$ cat src/rtl/aes_out_packer.sv
`default_nettype none
// ---------------------------------------------------------------------------
// Module   : aes_out_packer
// Purpose  : Drains byte-per-word AES results and packs 4 bytes LE per output word.
// Revision : 1.0
// ---------------------------------------------------------------------------
module aes_out_packer #(
   parameter int DATA_WIDTH      = 32,
   parameter int BYTES_PER_BLOCK = 16
) (
   input  logic                  clock,
   input  logic                  reset_n,
   input  logic                  in_empty,
   output logic                  in_rd,
   input  logic [DATA_WIDTH-1:0] in_din,
   input  logic                  out_full,
   output logic                  out_wr,
   output logic [DATA_WIDTH-1:0] out_dout,
   output logic                  block_done,
   output logic [15:0]           block_count,
   output logic [15:0]           err_count
);

   localparam int C_WORDS = BYTES_PER_BLOCK / 4;
   localparam int C_IDX_W = (C_WORDS > 1) ? $clog2(C_WORDS) : 1;
   localparam logic [C_IDX_W-1:0] C_LAST_IDX = C_IDX_W'(C_WORDS - 1);

   typedef enum logic [1:0] {
      ST_COLLECT  = 2'd0,
      ST_POP_WAIT = 2'd1,
      ST_WRITE    = 2'd2
   } state_t;

   // Asynchronous assert, two-flop synchronous release.
   logic [1:0] r_rst_sync;
   logic       w_rst_n;

   always_ff @(posedge clock or negedge reset_n) begin
      if (!reset_n) r_rst_sync <= 2'b00;
      else          r_rst_sync <= {r_rst_sync[0], 1'b1};
   end

   assign w_rst_n = r_rst_sync[1];

   state_t                r_state, w_state_next;
   logic [1:0]            r_lane, w_lane_next;
   logic [C_IDX_W-1:0]    r_word_idx, w_word_idx_next;
   logic [DATA_WIDTH-1:0] r_pack, w_pack_next;
   logic                  r_lane3_filled, w_lane3_filled_next;
   logic                  r_in_rd, w_in_rd_next;
   logic                  r_out_wr, w_out_wr_next;
   logic [DATA_WIDTH-1:0] r_out_dout, w_out_dout_next;
   logic                  r_block_done, w_block_done_next;
   logic [15:0]           r_block_count, w_block_count_next;
   logic [15:0]           r_err_count, w_err_count_next;
   logic                  w_valid_byte;

   assign w_valid_byte = (in_din[DATA_WIDTH-1:8] == '0);

   always_ff @(posedge clock or negedge w_rst_n) begin
      if (!w_rst_n) begin
         r_state        <= ST_COLLECT;
         r_lane         <= 2'd0;
         r_word_idx     <= '0;
         r_pack         <= '0;
         r_lane3_filled <= 1'b0;
         r_in_rd        <= 1'b0;
         r_out_wr       <= 1'b0;
         r_out_dout     <= '0;
         r_block_done   <= 1'b0;
         r_block_count  <= 16'd0;
         r_err_count    <= 16'd0;
      end else begin
         r_state        <= w_state_next;
         r_lane         <= w_lane_next;
         r_word_idx     <= w_word_idx_next;
         r_pack         <= w_pack_next;
         r_lane3_filled <= w_lane3_filled_next;
         r_in_rd        <= w_in_rd_next;
         r_out_wr       <= w_out_wr_next;
         r_out_dout     <= w_out_dout_next;
         r_block_done   <= w_block_done_next;
         r_block_count  <= w_block_count_next;
         r_err_count    <= w_err_count_next;
      end
   end

   always_comb begin
      w_state_next        = r_state;
      w_lane_next         = r_lane;
      w_word_idx_next     = r_word_idx;
      w_pack_next         = r_pack;
      w_lane3_filled_next = r_lane3_filled;
      w_in_rd_next        = 1'b0;
      w_out_wr_next       = 1'b0;
      w_out_dout_next     = r_out_dout;
      w_block_done_next   = 1'b0;
      w_block_count_next  = r_block_count;
      w_err_count_next    = r_err_count;

      case (r_state)
         ST_COLLECT: begin
            if (!in_empty) begin
               w_in_rd_next        = 1'b1;
               w_state_next        = ST_POP_WAIT;
               w_lane3_filled_next = w_valid_byte && (r_lane == 2'd3);
               if (w_valid_byte) begin
                  w_pack_next[8*r_lane +: 8] = in_din[7:0];
                  w_lane_next                = r_lane + 2'd1;
               end else if (r_err_count != 16'hFFFF) begin
                  w_err_count_next = r_err_count + 16'd1;
               end
            end
         end
         // Gap cycle lets the FIFO empty flag catch up with the pop.
         ST_POP_WAIT: begin
            w_state_next = r_lane3_filled ? ST_WRITE : ST_COLLECT;
         end
         ST_WRITE: begin
            if (!out_full) begin
               w_out_wr_next   = 1'b1;
               w_out_dout_next = r_pack;
               w_pack_next     = '0;
               w_state_next    = ST_COLLECT;
               if (r_word_idx == C_LAST_IDX) begin
                  w_word_idx_next    = '0;
                  w_block_done_next  = 1'b1;
                  w_block_count_next = r_block_count + 16'd1;
               end else begin
                  w_word_idx_next = r_word_idx + C_IDX_W'(1);
               end
            end
         end
         default: w_state_next = ST_COLLECT;
      endcase
   end

   assign in_rd       = r_in_rd;
   assign out_wr      = r_out_wr;
   assign out_dout    = r_out_dout;
   assign block_done  = r_block_done;
   assign block_count = r_block_count;
   assign err_count   = r_err_count;

endmodule
`default_nettype wire

$ cat config.mk
export PLATFORM = sky130hd
export DESIGN_NAME = aes_out_packer
export DESIGN_NICKNAME = d
export VERILOG_FILES = /design/src/rtl/aes_out_packer.sv
export SDC_FILE = /design/constraint.sdc
export NUM_CORES = 1
export LEC_CHECK = 0
export ABC_AREA = 1
export BUFFER_PORTS_ARGS = -buffer_cell sky130_fd_sc_hd__buf_2
export CORE_UTILIZATION = 31
export CTS_BUF_LIST = sky130_fd_sc_hd__clkbuf_16
export DETAILED_ROUTE_END_ITERATION = 12
export PLACE_DENSITY = 0.5
export SETUP_SLACK_MARGIN = 0.15
export SLEW_MARGIN = 25
export SYNTH_ARGS = -nofsm -noshare
export SYNTH_HDL_FRONTEND = slang
export SYNTH_SLANG_ARGS = --single-unit
$ cat constraint.sdc
create_clock -name clock -period 3.65 [get_ports clock]
set_input_delay 0.365 -clock clock [delete_from_list [all_inputs] [get_ports clock]]
set_output_delay 0.365 -clock clock [all_outputs]
set_load 0.05 [all_outputs]
======== Word level (Yosys, flattened, before mapping) ========
Cells that the tools add are included.
W data, S select, Z words.
storage, ports and cells
  flip-flop bits (word level) ............. 108
  input port bits ......................... 36
  output and inout port bits .............. 67
  word-level logic and storage cells ...... 58
cells by class
  $add $sub $neg .......................... 5
  equality and inequality tests ........... 8
  shift operators ......................... 2
  mux-type cells .......................... 17
  bitwise gates (word level) .............. 3
  reductions and logical operators ........ 11
operators by type and width
  cell                       count
  $mux W32                   3
  $pmux W32 S2               1
  $neg A5 Y34                1
  $shift A8 B34 Y32 const A  1
  $shiftx A8 B34 Y32         1
  $add A16 B1 Y16 const B    2
  $bwmux W32                 1
  $logic_not A24 Y1          1
  $ne A16 B16 Y1 const B     1
  $mux W2                    4
  $reduce_and A4 Y1          2
  $mux W1                    7
  $eq A2 B2 Y1 const B       3
  $ne A2 B2 Y1 const B       3
  $pmux W2 S3                1
  $reduce_and A2 Y1          3
  $reduce_and A3 Y1          2
  $add A2 B1 Y2 const B      2
  $not A1 Y1                 3
  $eq A2 B1 Y1 const B       1
  $logic_not A2 Y1           1
  $reduce_bool A2 Y1         1
  $logic_and A1 B1 Y1        1

======== Depth between registers and ports, before layout ========
  depth in word-level cells ............... 6
  mapped depth ............................ 11
  mapped depth without buffers ............ 11

======== Worst setup path before layout ========
No wires, ideal clock.
  kind .................................... register -> register
  from .................................... register r_err_count[0], in the netlist err_count[0]
  to ...................................... register r_err_count[3], in the netlist err_count[3]
  setup time .............................. 66 ps
  arrival ................................. 1710 ps
  data required time ...................... 3584 ps
  slack ................................... 1874 ps
  cell stages (with the launch flop) ...... 10
  path buffers ............................ 2
  clock period less this slack ............ 1776 ps
  cell sequence ........................... dfrtp_1 > ha_1 > nand3_2 > clkinv_1 > nand4_1 > nand3_2 > buf_4 > buf_6 > nand2_1 > nand2_1
between the ends
  longest elaborated chain between the ends .. 2
  elaborated cells on any way between the ends .. 3
  classes of those cells .................. add/sub: 1; eq/ne: 1; reduce/logical: 1
RTL lines
  what                                                                     RTL line  text
  from (decl)                                                              55        logic [15:0] r_err_count, w_err_count_next;
  from (signal assigned)                                                   84        r_err_count <= w_err_count_next;
  parallel branches: the longest is 2 deep, another holds $add A16 B1 Y16  --
Several ways; the timed one is not identified.
A chain may end at the register's enable or synchronous reset.

======== Worst setup path in the final report ========
  from .................................... register r_lane[0]
  to ...................................... register r_pack[15]
between the ends
  longest elaborated chain between the ends .. 6
  elaborated cells on any way between the ends .. 7
  classes of those cells .................. add/sub: 1; shift: 2; mux: 4
RTL lines
  what                                                            RTL line  text
  from (decl)                                                     46        logic [1:0] r_lane, w_lane_next;
  from (signal assigned)                                          75        r_lane <= w_lane_next;
  $neg A5 Y34 (*)                                                 108       w_pack_next[8*r_lane +: 8] = in_din[7:0];
  $shiftx A8 B34 Y32 / $shift A8 B34 Y32 (equally long branches)  108
  $bwmux W32 (*)                                                  108
  $mux W32 (*)                                                    107       if (w_valid_byte) begin
  $mux W32 (*)                                                    103       if (!in_empty) begin
  $pmux W32 S2 (*)                                                101       case (r_state)
  to (signal assigned)                                            77        r_pack <= w_pack_next;
  to (decl)                                                       48        logic [DATA_WIDTH-1:0] r_pack, w_pack_next;
Every way passes the cells marked *; elsewhere a longest branch is shown, timed or not. The select of a mux whose other input is x is not followed.

==> impl_metrics.py <==
metrics = {
    "drt": {
        "drtIter0Drc": 230,
        "routed_via_density": 4.46,
        "via_count": 4244,
        "drc": 0,
        "detail_route.wirelength_um": 12100,
        "routedWlPerCell_um": 12.7,
        "remaining_antenna_violation_count": 0,
        "detail_route.first_pass.iterations": 4,
    },
    "run": {
        "timing.max_cap.violations": 0,
    },
    "timing": {
        "post-route-period-util_pct": 64.6,
        "max_slew.worst_pin.slew_ns": 0.742,
        "postLayoutSetupSlackWorst_ns": 1.29,
        "min_period_ns": 2.36,
        "fmaxAchievable_mhz": 424,
        "unrepaired_setup_endpoints_after_global_routing": "false",
        "timing.final.setup_violations": 0,
        "report.final.hold_viol_count": 0,
        "final_max_slew_viol_count": 0,
        "timing.setup.tns_ns": 0,
        "clock_skew_ns": 0.00698,
        "slew_headroom_pct": 50.4,
    },
    "synth": {
        "postSynthRegisterBits": 108,
        "synthCells": 631,
        "synth_top_area_share_pct": 51.4,
        "ys_warn_count": 0,
        "netlist.top_cell.by_area": "sky130_fd_sc_hd__dfrtp_1",
        "seq_area_frac_synth_pct": 51.4,
        "synth.area.top_cells": "sky130_fd_sc_hd__dfrtp_1, sky130_fd_sc_hd__nand2_1, sky130_fd_sc_hd__nand4_1",
        "mappedNetlistArea_sq_um": 5260,
        "syn_nets": 676,
        "netlist-cell-type-count": 30,
        "synth.avg_cell_area_sq_um": 8.33,
    },
    "cells_and_area": {
        "most_used_cells_in_the_layout_excluding_fill_and_tap_cells": "sky130_fd_sc_hd__nand2_1, sky130_fd_sc_hd__dfrtp_1, sky130_fd_sc_hd__buf_2",
        "final_common_cell": "sky130_fd_sc_hd__nand2_1",
        "finalNetCount": 773,
        "layoutNonFillerInstCount": 952,
        "n_fill_cell": 1776,
        "drive_gt1_share_pct": 19.5,
        "seq_area_sq_um": 2710,
        "n_antenna_cell": 0,
        "area_used_by_multi_input_combinational_logic_sq_um": 2260,
        "area_delta_synth_final_pct": 18.3,
    },
    "critical_path": {
        "setup.worst_path.class": "register to register",
        "worstPathRequired_ns": 3.93,
        "worst_path_most_repeated_cell": "sky130_fd_sc_hd__inv_1",
        "slowest_stage": "sky130_fd_sc_hd__dfrtp_1",
        "regToRegStartpoint": "r_lane[0]$_DFFE_PN0P_",
        "critPathLaunchType": "register",
        "path_buf_inv": 3,
        "critPathTopFamily": "simple AND/OR/NAND/NOR gates",
        "timing.critical_path.cells": "inv_1 -> ha_1 -> inv_1 -> nand2_2 -> inv_1 -> nand3_1 -> nor2_1 -> nand4_1 -> nand2_1",
        "total_number_of_cells_along_the_worst_setup_path": 9,
        "reg2reg_slack_ns": 1.29,
        "endpoint_kind": "register",
        "worstReg2RegEnd": "r_pack[15]$_DFFE_PN0P_",
        "crit_fanout": 18,
        "cp_data_arrival_time_ns": 2.64,
        "reg2reg_depth": 9,
        "cp_slowest_stage_delay_ns": 0.63,
    },
    "die": {
        "fp.dieH_um": 132,
        "area_of_the_core_region_sq_um": 16600,
        "start_util_pct": 31.7,
        "fp.dieArea_sq_um": 17500,
        "rows": 47,
        "die_w_um": 132,
        "floorplan.io_pins": 103,
    },
    "clocking": {
        "tritoncts_clock_tree": "yes",
        "cts.clk_slew.worst_paths_ns": 0.07,
        "clock-sinks": 108,
        "htree_levels": 3,
        "clock_latency_ns": 0.35,
        "cts_inserted_buffers": 9,
        "max-clock-path-buffers": 2,
        "clk_tree_root_cell": "sky130_fd_sc_hd__clkbuf_16",
    },
    "power_and_ir_drop": {
        "leakage_uw": 0.00351,
        "peakVddDrop_mv": 0.314,
        "total_power_uw": 2430,
        "power_per_cell_area_nw_per_um2": 392,
    },
    "place": {
        "place.gp.congestion": 0.823,
        "numPlacedInstances": 935,
        "hpwl_dp_um": 8740,
        "buffer_ports.inserted": 102,
        "dp_slack_ns": 1.34,
    },
    "grt": {
        "grt_start_max_net_pins": 81,
        "gr-total-overflow": 0,
        "vias_in_the_first_global_route": 4088,
        "wire_length_of_the_first_global_routing_pass_um": 20300,
        "track_usage_pct": 14.5,
        "grt_antenna_before_repair": 0,
    },
    "worst_hold_path": {
        "min_to": "r_state[0]$_DFFE_PN0N_",
        "worst_hold_path.num_cells": 2,
        "worst_hold_path_type": "input port to register",
        "timing.hold.worst.start": "in_empty",
    },
    "status": {
        "run_status": "finished clean",
    },
}
-- flip-flops by register name, indices dropped and copies added (netlist names), 2 cells and up --
name and count:
err_count 16, r_word_idx 2, r_state 2, r_lane 2, block_count 16, r_rst_sync 2, out_dout 32, r_pack 32
-- layout make-up --
class | instances | area share, %
Sequential cell | 108 | 43.5
Multi-Input combinational cell | 459 | 36.3
Timing Repair Buffer | 106 | 8.94
Tap cell | 220 | 4.43
Clock buffer | 9 | 3.62
Inverter | 44 | 2.66
Clock inverter | 6 | 0.523
-- Yosys cell counts (all sizes together) --
cell      n
and2      1
buf      20
clkinv    1
conb      1
dfrtp   108
ha        9
inv      43
nand2   266
nand3    30
nand4    38
nor2     61
nor3     14
nor4      1
o21a      1
o21ai     9
or2       3
xnor2    15
xor2     10
-- per-layer routing --
layer | vias up | GRT usage [%] | wire length [um]
met5 | - | 0 | 0
met4 | 0 | 5.75 | 216
met3 | 15 | 2.38 | 378
met2 | 88 | 22.8 | 5530
met1 | 1953 | 19.9 | 5990
li1 | 2188 | - | -
-- worst register-to-register path: cells and delay by family (launching register included) --
family	cells	cell delay, ns
and+or+nand+nor	5	0.86
adders and majority gates	1	0.26
buffers and inverters	3	0.54
DFF	1	0.63
-- per-stage QoR --
stage | area (sq um) | utilization (%) | hold WS (ns)
after floorplan | 5260 | - | 0.0694
after global placement | 5930 | 35.7 | 0.154
after detailed placement | 5930 | 35.7 | 0.156
after CTS | 6200 | 37.4 | 0.174
after global routing | 6220 | 37.5 | 0.195
final | 6220 | 37.5 | 0.198
-- power breakdown --
group | switching, uW | leakage (uW) | internal [uW]
Combinational | 186 | 0.00191 | 77.2
Clock | 430 | 0.000136 | 455
Sequential | 55.1 | 0.00147 | 1230
-- what timing repair did --
action / CTS / global route
setup endpoints to repair: 0 / 0
hold buffers: 1 / 0
buffers inserted: 0 / 0
hold endpoints to repair: 2 / 0
gates resized for setup: 0 / 0
-- cells by family after synthesis --
kind of cell               after synthesis  share of synthesized area [%]
xor gates and xnor gates                25                           4.17
and+or+nand+nor                        414                           35.5
adders and majority gates                9                           2.14
DFF                                    108                           51.4
buffers and inverters                   64                           5.64
AOI/OAI and AO/OA                       10                           1.00
other                                    1                         0.0714
-- how the worst max path moves through the flow --
| stage | start | endpoint | slack [ns] |
|---|---|---|---|
| 2_1_floorplan | r_rst_sync[1]$_DFF_PN0_ | block_count[0]$_DFFE_PN0P_ | 0.42 |
| 3_3_place_gp | r_lane[0]$_DFFE_PN0P_ | r_pack[15]$_DFFE_PN0P_ | 1.42 |
| 3_5_place_dp | r_lane[0]$_DFFE_PN0P_ | r_pack[15]$_DFFE_PN0P_ | 1.34 |
| 4_1_cts | r_lane[0]$_DFFE_PN0P_ | r_pack[15]$_DFFE_PN0P_ | 1.32 |
| 5_1_grt | r_lane[0]$_DFFE_PN0P_ | r_pack[8]$_DFFE_PN0P_ | 1.11 |
| 6_report | r_lane[0]$_DFFE_PN0P_ | r_pack[15]$_DFFE_PN0P_ | 1.29 |
(Power assumes the default switching activity.)
